==> config.mk <==
export PLATFORM = sky130hd
export DESIGN_NAME = regfile_scoreboard_flat
export DESIGN_NICKNAME = d
export VERILOG_FILES = /design/src/rtl/regfile_scoreboard_if.sv /design/src/rtl/regfile_scoreboard.sv /design/src/flat_wrapper.sv
export SDC_FILE = /design/constraint.sdc
export NUM_CORES = 2
export LEC_CHECK = 0
export ABC_AREA = 1
export BUFFER_PORTS_ARGS = -buffer_cell sky130_fd_sc_hd__buf_2
export CAP_MARGIN = 20
export CORE_ASPECT_RATIO = 1.25
export CORE_MARGIN = 5
export CORE_UTILIZATION = 60
export DETAILED_ROUTE_END_ITERATION = 6
export GPL_TIMING_DRIVEN = 1
export PLACE_DENSITY = 0.77
export REMOVE_ABC_BUFFERS = 1
export SKIP_CTS_REPAIR_TIMING = 1
export SYNTH_ARGS = -nofsm -noshare
export SYNTH_HDL_FRONTEND = slang
export SYNTH_SLANG_ARGS = --single-unit
==> constraint.sdc <==
create_clock -name clk -period 53.9 [get_ports clk]
set_clock_uncertainty 0.1 [all_clocks]
set_input_delay 5.39 -clock clk [delete_from_list [all_inputs] [get_ports clk]]
set_output_delay 5.39 -clock clk [all_outputs]
set_load 0.02 [all_outputs]
==> src/rtl/regfile_scoreboard_if.sv <==
// Issue, read and writeback signals between the pipeline and the register file.
// The master side is the pipeline; the slave side is the register file.
interface regfile_scoreboard_if #(
    parameter int unsigned XLEN = 32,
    parameter int unsigned AW   = 5
);
    logic [AW-1:0]   rs1;
    logic [AW-1:0]   rs2;
    logic            use_rs1;
    logic            use_rs2;
    logic [XLEN-1:0] read_data1;
    logic [XLEN-1:0] read_data2;
    logic            issue_valid;
    logic [AW-1:0]   issue_rd;
    logic            issue_ready;
    logic            hazard;
    logic            we;
    logic [AW-1:0]   wr_rd;
    logic [XLEN-1:0] write_data;
    logic [AW:0]     busy_count;

    modport master (
        output rs1, rs2, use_rs1, use_rs2, issue_valid, issue_rd, we, wr_rd, write_data,
        input  read_data1, read_data2, issue_ready, hazard, busy_count
    );

    modport slave (
        input  rs1, rs2, use_rs1, use_rs2, issue_valid, issue_rd, we, wr_rd, write_data,
        output read_data1, read_data2, issue_ready, hazard, busy_count
    );
endinterface

==> src/rtl/regfile_scoreboard.sv <==
// Integer register file with write-to-read bypass and a per-register busy
// scoreboard that flags RAW/WAW hazards to the issue stage.
module regfile_scoreboard #(
    parameter int unsigned XLEN  = 32,
    parameter int unsigned NREGS = 32,
    parameter int unsigned AW    = 5
) (
    input  logic                  clk,
    input  logic                  reset,
    regfile_scoreboard_if.slave   bus
);
    localparam int unsigned CW = AW + 1;

    logic [XLEN-1:0]  regs_q [NREGS];
    logic [XLEN-1:0]  regs_d [NREGS];
    logic [NREGS-1:0] busy_q;
    logic [NREGS-1:0] busy_d;
    logic [CW-1:0]    busy_count_q;
    logic [CW-1:0]    busy_count_d;

    logic             wr_en;
    logic [NREGS-1:0] wr_onehot;
    logic [NREGS-1:0] eff_busy;
    logic             haz_rs1;
    logic             haz_rs2;
    logic             haz_rd;
    logic             hazard_c;
    logic             ready_c;
    logic             set_en;
    logic             inc;
    logic             dec;

    // A register being written back this cycle is no longer a hazard.
    always_comb begin
        wr_en     = bus.we && (bus.wr_rd != '0);
        wr_onehot = '0;
        if (wr_en) begin
            wr_onehot[bus.wr_rd] = 1'b1;
        end
        eff_busy  = busy_q & ~wr_onehot;
    end

    // Asynchronous read ports with same-cycle writeback bypass.
    always_comb begin
        bus.read_data1 = regs_q[bus.rs1];
        if (bus.rs1 == '0) begin
            bus.read_data1 = '0;
        end else if (wr_en && (bus.wr_rd == bus.rs1)) begin
            bus.read_data1 = bus.write_data;
        end

        bus.read_data2 = regs_q[bus.rs2];
        if (bus.rs2 == '0) begin
            bus.read_data2 = '0;
        end else if (wr_en && (bus.wr_rd == bus.rs2)) begin
            bus.read_data2 = bus.write_data;
        end
    end

    always_comb begin
        haz_rs1  = bus.use_rs1     && (bus.rs1 != '0)      && eff_busy[bus.rs1];
        haz_rs2  = bus.use_rs2     && (bus.rs2 != '0)      && eff_busy[bus.rs2];
        haz_rd   = bus.issue_valid && (bus.issue_rd != '0) && eff_busy[bus.issue_rd];
        hazard_c = haz_rs1 || haz_rs2 || haz_rd;
        ready_c  = bus.issue_valid && !hazard_c;

        bus.hazard      = hazard_c;
        bus.issue_ready = ready_c;
        bus.busy_count  = busy_count_q;
    end

    // Reserve is applied after release so a same-index pair leaves the bit set.
    always_comb begin
        set_en = ready_c && (bus.issue_rd != '0);
        busy_d = busy_q;
        if (wr_en) begin
            busy_d[bus.wr_rd] = 1'b0;
        end
        if (set_en) begin
            busy_d[bus.issue_rd] = 1'b1;
        end
        busy_d[0] = 1'b0;

        inc = set_en && !busy_q[bus.issue_rd];
        dec = wr_en && busy_q[bus.wr_rd] && !(set_en && (bus.issue_rd == bus.wr_rd));

        busy_count_d = busy_count_q;
        case ({inc, dec})
            2'b10:   busy_count_d = busy_count_q + CW'(1);
            2'b01:   busy_count_d = busy_count_q - CW'(1);
            default: busy_count_d = busy_count_q;
        endcase
    end

    always_comb begin
        regs_d = regs_q;
        if (wr_en) begin
            regs_d[bus.wr_rd] = bus.write_data;
        end
    end

    always_ff @(posedge clk or posedge reset) begin
        if (reset) begin
            for (int unsigned i = 0; i < NREGS; i++) begin
                regs_q[i] <= '0;
            end
            busy_q       <= '0;
            busy_count_q <= '0;
        end else begin
            regs_q       <= regs_d;
            busy_q       <= busy_d;
            busy_count_q <= busy_count_d;
        end
    end
endmodule

==> src/flat_wrapper.sv <==
// flat-port wrapper written by rule: the top's interface ports become plain ports
module regfile_scoreboard_flat 
#(
    parameter int unsigned XLEN  = 32,
    parameter int unsigned NREGS = 32,
    parameter int unsigned AW    = 5
)
  (clk, reset, bus_rs1, bus_rs2, bus_use_rs1, bus_use_rs2, bus_issue_valid, bus_issue_rd, bus_we, bus_wr_rd, bus_write_data, bus_read_data1, bus_read_data2, bus_issue_ready, bus_hazard, bus_busy_count);
  regfile_scoreboard_if #(.XLEN(XLEN), .AW(AW)) bus_i ();
  input  logic clk;
  input  logic reset;
  input wire logic [$bits(bus_i.rs1)-1:0] bus_rs1;
  input wire logic [$bits(bus_i.rs2)-1:0] bus_rs2;
  input wire logic [$bits(bus_i.use_rs1)-1:0] bus_use_rs1;
  input wire logic [$bits(bus_i.use_rs2)-1:0] bus_use_rs2;
  input wire logic [$bits(bus_i.issue_valid)-1:0] bus_issue_valid;
  input wire logic [$bits(bus_i.issue_rd)-1:0] bus_issue_rd;
  input wire logic [$bits(bus_i.we)-1:0] bus_we;
  input wire logic [$bits(bus_i.wr_rd)-1:0] bus_wr_rd;
  input wire logic [$bits(bus_i.write_data)-1:0] bus_write_data;
  output wire logic [$bits(bus_i.read_data1)-1:0] bus_read_data1;
  output wire logic [$bits(bus_i.read_data2)-1:0] bus_read_data2;
  output wire logic [$bits(bus_i.issue_ready)-1:0] bus_issue_ready;
  output wire logic [$bits(bus_i.hazard)-1:0] bus_hazard;
  output wire logic [$bits(bus_i.busy_count)-1:0] bus_busy_count;
  assign bus_i.rs1 = bus_rs1;
  assign bus_i.rs2 = bus_rs2;
  assign bus_i.use_rs1 = bus_use_rs1;
  assign bus_i.use_rs2 = bus_use_rs2;
  assign bus_i.issue_valid = bus_issue_valid;
  assign bus_i.issue_rd = bus_issue_rd;
  assign bus_i.we = bus_we;
  assign bus_i.wr_rd = bus_wr_rd;
  assign bus_i.write_data = bus_write_data;
  assign bus_read_data1 = bus_i.read_data1;
  assign bus_read_data2 = bus_i.read_data2;
  assign bus_issue_ready = bus_i.issue_ready;
  assign bus_hazard = bus_i.hazard;
  assign bus_busy_count = bus_i.busy_count;
  regfile_scoreboard #(.XLEN(XLEN), .NREGS(NREGS), .AW(AW)) u_core (.clk(clk), .reset(reset), .bus(bus_i));
endmodule
# --- Word-level counts from Yosys, hierarchy flattened ---
# Cells that the tools add are included.
word_totals:
  mem_bits_rw: 0
  latchBits: 0
  out_inout_bits: 72
  romBits: 0
  wordCells: 120
  register_bits: 1061
  inputBits: 58
  n_memories: 0
op_classes:
  muxes: 31
  n_eq_ne: 5
  mul: 0
  reduce_logical: 30
  bitwise_logic: 8
  n_lt_le_gt_ge: 10
  n_shift: 0
  add_sub_neg: 2
  div_mod_pow: 0
ops:
  columns: ["cell", "n"]
  rows:
  - ["1024-bit bitwise mux", 1]
  - ["32-bit 2-to-1 mux", 12]
  - ["32-bit binary-select mux with 5-bit select", 2]
  - ["32-bit demux with 5-bit select", 1]
  - ["32-bit AND", 2]
  - ["32-bit inverter", 2]
  - ["32-bit OR", 1]
  - ["1-bit binary-select mux with 5-bit select", 5]
  - ["5-bit by 6-bit less-than comparator with 1-bit output (second input constant)", 4]
  - ["5-bit nonzero test", 4]
  - ["6-bit >= comparator (second input constant)", 3]
  - ["1-bit logical AND", 18]
  - ["5-bit inverter with 6-bit output", 3]
  - ["5-bit equality test", 3]
  - ["6-bit case mux with 2 select lines", 1]
  - ["1-bit demux with 5-bit select", 2]
  - ["5-bit by 1-bit >= comparator with 1-bit output (second input constant)", 2]
  - ["5-bit logical NOT", 2]
  - ["1-bit 2-to-1 mux", 7]
  - ["6-bit by 1-bit adder with 6-bit output (second input constant)", 1]
  - ["6-bit by 1-bit less-than comparator with 1-bit output (second input constant)", 1]
  - ["6-bit by 1-bit subtractor with 6-bit output (second input constant)", 1]
  - ["1-bit logical NOT", 3]
  - ["2-bit by 1-bit equality test with 1-bit output (second input constant)", 1]
  - ["3 further kinds", 4]

# --- Depth between registers and ports, before layout ---
depth:
  ltp_word: 20
  mapped_depth: 29
  depth_no_buf: 28

# --- Worst setup path after synthesis ---
# Ideal clock, no wire load.
synth_timing:
  path_kind: "in2out"
  start: "in bus_rs2[0]"
  end: "out bus_read_data2[13]"
  path_buffers: 5
  arrival_time_ns: 7.251
  path_stages: 10
  required_time_ns: 48.410
  setup_slack_ns: 41.159
  cell_sequence: "buf_2 > buf_2 > buf_2 > buf_2 > buf_2 > a21oi_1 > o21ai_0 > a311oi_1 > a211oi_1 > a211oi_1"
synth_between:
  elab_chain_cells: 6
  word_cells_on_any_way: 9
  classes_between: "eq/ne (1); mux (5); bitwise (1); reduce/logical (2)"
synth_rtl:
  columns: ["item", "line", "source"]
  rows:
  - ["from (decl)", "flat_wrapper.sv:13", "input wire logic [$bits(bus_i.rs2)-1:0] bus_rs2;"]
  - ["5-bit inverter with 6-bit output (implied by the code)", "regfile_scoreboard.sv:52", "bus.read_data2 = regs_q[bus.rs2];"]
  - ["32-bit binary-select mux with 5-bit select", "regfile_scoreboard.sv:52", null]
  - ["32-bit 2-to-1 mux (implied by the code) (2 in a row)", "regfile_scoreboard.sv:52", null]
  - ["32-bit 2-to-1 mux", "regfile_scoreboard.sv:55", "end else if (wr_en && (bus.wr_rd == bus.rs2)) begin"]
  - ["32-bit 2-to-1 mux (*)", "regfile_scoreboard.sv:53", "if (bus.rs2 == '0) begin"]
  - ["to (decl)", "flat_wrapper.sv:22", "output wire logic [$bits(bus_i.read_data2)-1:0] bus_read_data2;"]
# Every way passes the cells marked *; elsewhere a longest branch is shown, timed or not. The select of a mux whose other input is x is not followed.

# --- Worst setup path in the final report ---
layout_timing:
  start: "in bus_rs1[0]"
  end: "out bus_read_data1[27]"
layout_between:
  elab_chain_cells: 6
  word_cells_on_any_way: 9
  classes_between: "eq/ne (1); mux (5); bitwise (1); reduce/logical (2)"
layout_rtl:
  columns: ["item", "line", "source"]
  rows:
  - ["from (decl)", "flat_wrapper.sv:12", "input wire logic [$bits(bus_i.rs1)-1:0] bus_rs1;"]
  - ["5-bit inverter with 6-bit output (implied by the code)", "regfile_scoreboard.sv:45", "bus.read_data1 = regs_q[bus.rs1];"]
  - ["32-bit binary-select mux with 5-bit select", "regfile_scoreboard.sv:45", null]
  - ["32-bit 2-to-1 mux (implied by the code) (2 in a row)", "regfile_scoreboard.sv:45", null]
  - ["32-bit 2-to-1 mux", "regfile_scoreboard.sv:48", "end else if (wr_en && (bus.wr_rd == bus.rs1)) begin"]
  - ["32-bit 2-to-1 mux (*)", "regfile_scoreboard.sv:46", "if (bus.rs1 == '0) begin"]
  - ["to (decl)", "flat_wrapper.sv:21", "output wire logic [$bits(bus_i.read_data1)-1:0] bus_read_data1;"]
# Marked as above.

==> results.toml <==
[critical_path]
crit_chain = "buf_8 > inv_4 > nor2_4 > buf_4 > buf_4 > a221oi_1 > o21ai_0 > o211ai_1 > nand3_1 > nand3_1 > a21oi_1 > buf_2"
cp-start-kind = "primary input"
critPathMaxFanout = 79
cp_slowest_cell = "buf_4"
required_ns = 48.41
r2r_start = "u_core.busy_q[3]$_DFF_PP0_"
slowest_delay_ns = 0.96
arrival_ns = 9.88
worstSetupStartpoint = "bus_rs1[0]"
crit_path_end_kind = "output port"
critPathKind = "primary input to output port"

[global_route]
grt_pass1_wl_um = 333600
grt_pass1_vias = 55890
overflow = 0
grt_max_degree = 193
grt_usage = 0.4138
antenna_found_initial = 7

[logic_synthesis]
syn_area_um2 = 58460
yosys_warnings = 0
ys_ff_latch = 1061
synthesis.instances = 7860
synth_top_area_cell = "dfrtp_1"
synth_top_area_share = 0.4542
syn_area_per_cell_um2 = 7.438
ys_seq_area_frac = 0.4542
synthDistinctLibCells = 47
synth_area_leaders = "dfrtp_1, o21ai_0, nand2_1"

[sta]
slew_violations = 0
rsz0062_at_grt = "false"
setup_ws_ns = 38.53
setup_violations = 0
relSlewSlack = 0.1932
tns_ns = 0
period_needed_ns = 15.37
worst_pin_slew_ns = 1.210
fmax_ghz = 0.06504
hold_viol = 0
worst_hold_slack_ns = 0.2986
period_share = 0.2852

[place]
gp_congestion = 0.9542
dp_cells = 8602
dp_hpwl_um = 113400
io_buffers = 129
pre_cts_ws_ns = 38.96

[route]
drc = 0
vias = 59520
drt_iter0_drc = 9741
viasPerCell = 6.750
wl_per_cell_um = 25.17
antenna_left = 0
drt_wl_total_um = 222000
first_pass_iters = 7

[floorplan]
fp-row-count = 128
start_util = 0.6023
die_y_um = 359.0
die_w_um = 289.2
core_area_um2 = 97050
num_io_pins = 130
die_area_um2 = 103800

[min_path]
holdCritStartpoint = "u_core.regs_q[1006]$_DFFE_PP0P_"
hold_path_class = "flip-flop to flip-flop"

[cts]
cts-htree-levels = 3
cts_num_sinks = 1061
clk_pin_slew_ns = 0.06
cts_tree = "built"
root_buffer = "clkbuf_16"
cts_buffers = 108
clock_path_buffers = 3
insertion_delay_ns = 0.69

[cells_and_area]
nNetsFinal = 7477
nFillCells = 8483
final_cells = 8817
area_growth_syn_to_layout_pct = 6.825
drive_above_1_share = 0.06501

[pwr]
p_leak_nw = 27.97
ir_worst_vdd_mv = 0.02800
p_per_area_nw_per_um2 = 37.40

[job]
maxCapViolations = 0

[status]
outcome = "finished clean"
report_power, final:
part | internal, mW | leakage [nW] | switching [mW]
clock network | 0.460 | 1.85 | 0.338
logic | 0.156 | 13.1 | 0.326
registers | 0.960 | 13.0 | 0.0953
total | 1.58 | 28.0 | 0.759
layout by cell type, fill, tap and decap left out, drive strengths merged, types with 2 or more instances in the layout:
master       n
a22oi      103
o21bai       2
dfrtp     1061
o221ai      78
inv        664
a211oi      29
clkinv      26
nor2       193
bufinv       8
o211ai     219
a22o         3
nor3        11
ha           5
clkinvlp     5
nand2     1586
nand3      457
o22ai       13
a311oi       7
a21boi       2
clkbuf     162
a21oi      735
a31oi        4
a221oi      36
xnor2        3
xor2         7
o31ai        4
buf        222
diode       11
o2111ai     20
nand4       11
o21ai     1820
nor4         4
metal layers:
layer / up-vias / wire length, um / GRT usage
met4: 6 / 18080 / 0.2834
met2: 4853 / 93690 / 0.6023
met1: 27750 / 79220 / 0.5448
met3: 1124 / 30940 / 0.1026
li1: 25780 / - / -
met5: - / 35 / 0
state kept, by name, summed over array words and instances, names as in the netlist:
register	cells
u_core.regs_q	1024
u_core.bus.busy_count	6
u_core.busy_q	31
layout make-up:
type                            count  area, um2  area share
Sequential cell                  1061      26550      0.4251
Multi-Input combinational cell   5358      26520      0.4246
Clock buffer                      162       3288     0.05265
Inverter                          662       2525     0.04043
Tap cell                         1300       1627     0.02605
Timing Repair Buffer              222       1455     0.02330
Clock inverter                     41      457.9    0.007333
Antenna cell                       11      27.53   0.0004408
worst paths after layout:
kind	endpoint	slack [ns]	cells past startpoint
hold / removal	u_core.regs_q[1006]$_DFFE_PP0P_	0.30	0
setup reg to reg	u_core.bus.busy_count[5]$_DFFE_PP0P_	50.12	24
min in group asynchronous	u_core.regs_q[457]$_DFFE_PP0P_	4.69	2
max in group asynchronous	u_core.busy_q[25]$_DFF_PP0_	44.92	6
hold reg to reg	u_core.regs_q[1006]$_DFFE_PP0P_	0.30	0
setup / recovery	bus_read_data1[27]	38.53	12
per-stage QoR:
| step | utilization | power (mW) | area, um2 |
|---|---|---|---|
| floorplan | - | 1.366 | 55300 |
| CTS | 0.6430 | 2.319 | 62400 |
| finish | 0.6435 | 2.336 | 62450 |
| global route | 0.6432 | 2.443 | 62430 |
| detailed placement | 0.6044 | 1.528 | 58660 |
| global placement | 0.6044 | 1.508 | 58660 |
synth_stat cells (all sizes together):
| library cell | n |
|---|---|
| a2111oi | 1 |
| o32ai | 1 |
| dfrtp | 1061 |
| nand3 | 457 |
| o31ai | 4 |
| o2111ai | 20 |
| o21bai | 2 |
| xor2 | 7 |
| o211ai | 219 |
| nand4 | 11 |
| a211oi | 29 |
| a21boi | 2 |
| xnor2 | 3 |
| o21ai | 1820 |
| nor4 | 4 |
| a22o | 3 |
| clkinv | 3 |
| a22oi | 103 |
| nor2 | 193 |
| clkbuf | 559 |
| nand2 | 1586 |
| a311oi | 7 |
| fa | 1 |
| nand3b | 1 |
| o311ai | 1 |
| nor3 | 11 |
| o22ai | 13 |
| o221ai | 78 |
| a221oi | 36 |
| a21oi | 735 |
| buf | 220 |
| inv | 659 |
| or2 | 1 |
| ha | 5 |
| a31oi | 4 |
cells by family (layout without fill, tap and decap cells):
logic type | after synthesis | in the layout | synth area share
other | 0 | 11 | 0
AOI/OAI and AO/OA | 3078 | 3078 | 0.2888
and+or+nand+nor | 2264 | 2264 | 0.1575
xor gates and xnor gates | 10 | 10 | 0.001498
DFF | 1061 | 1061 | 0.4542
adders and majority gates | 6 | 6 | 0.001413
buffers and inverters | 1441 | 1087 | 0.09661
worst max-delay path: cells and delay by family:
kind	cells	cell delay, ns
buffers and inverters	5	2.84
AO/OA/AOI/OAI	4	1.02
AND/OR/NAND/NOR	3	0.46
(Power assumes the default switching activity.)
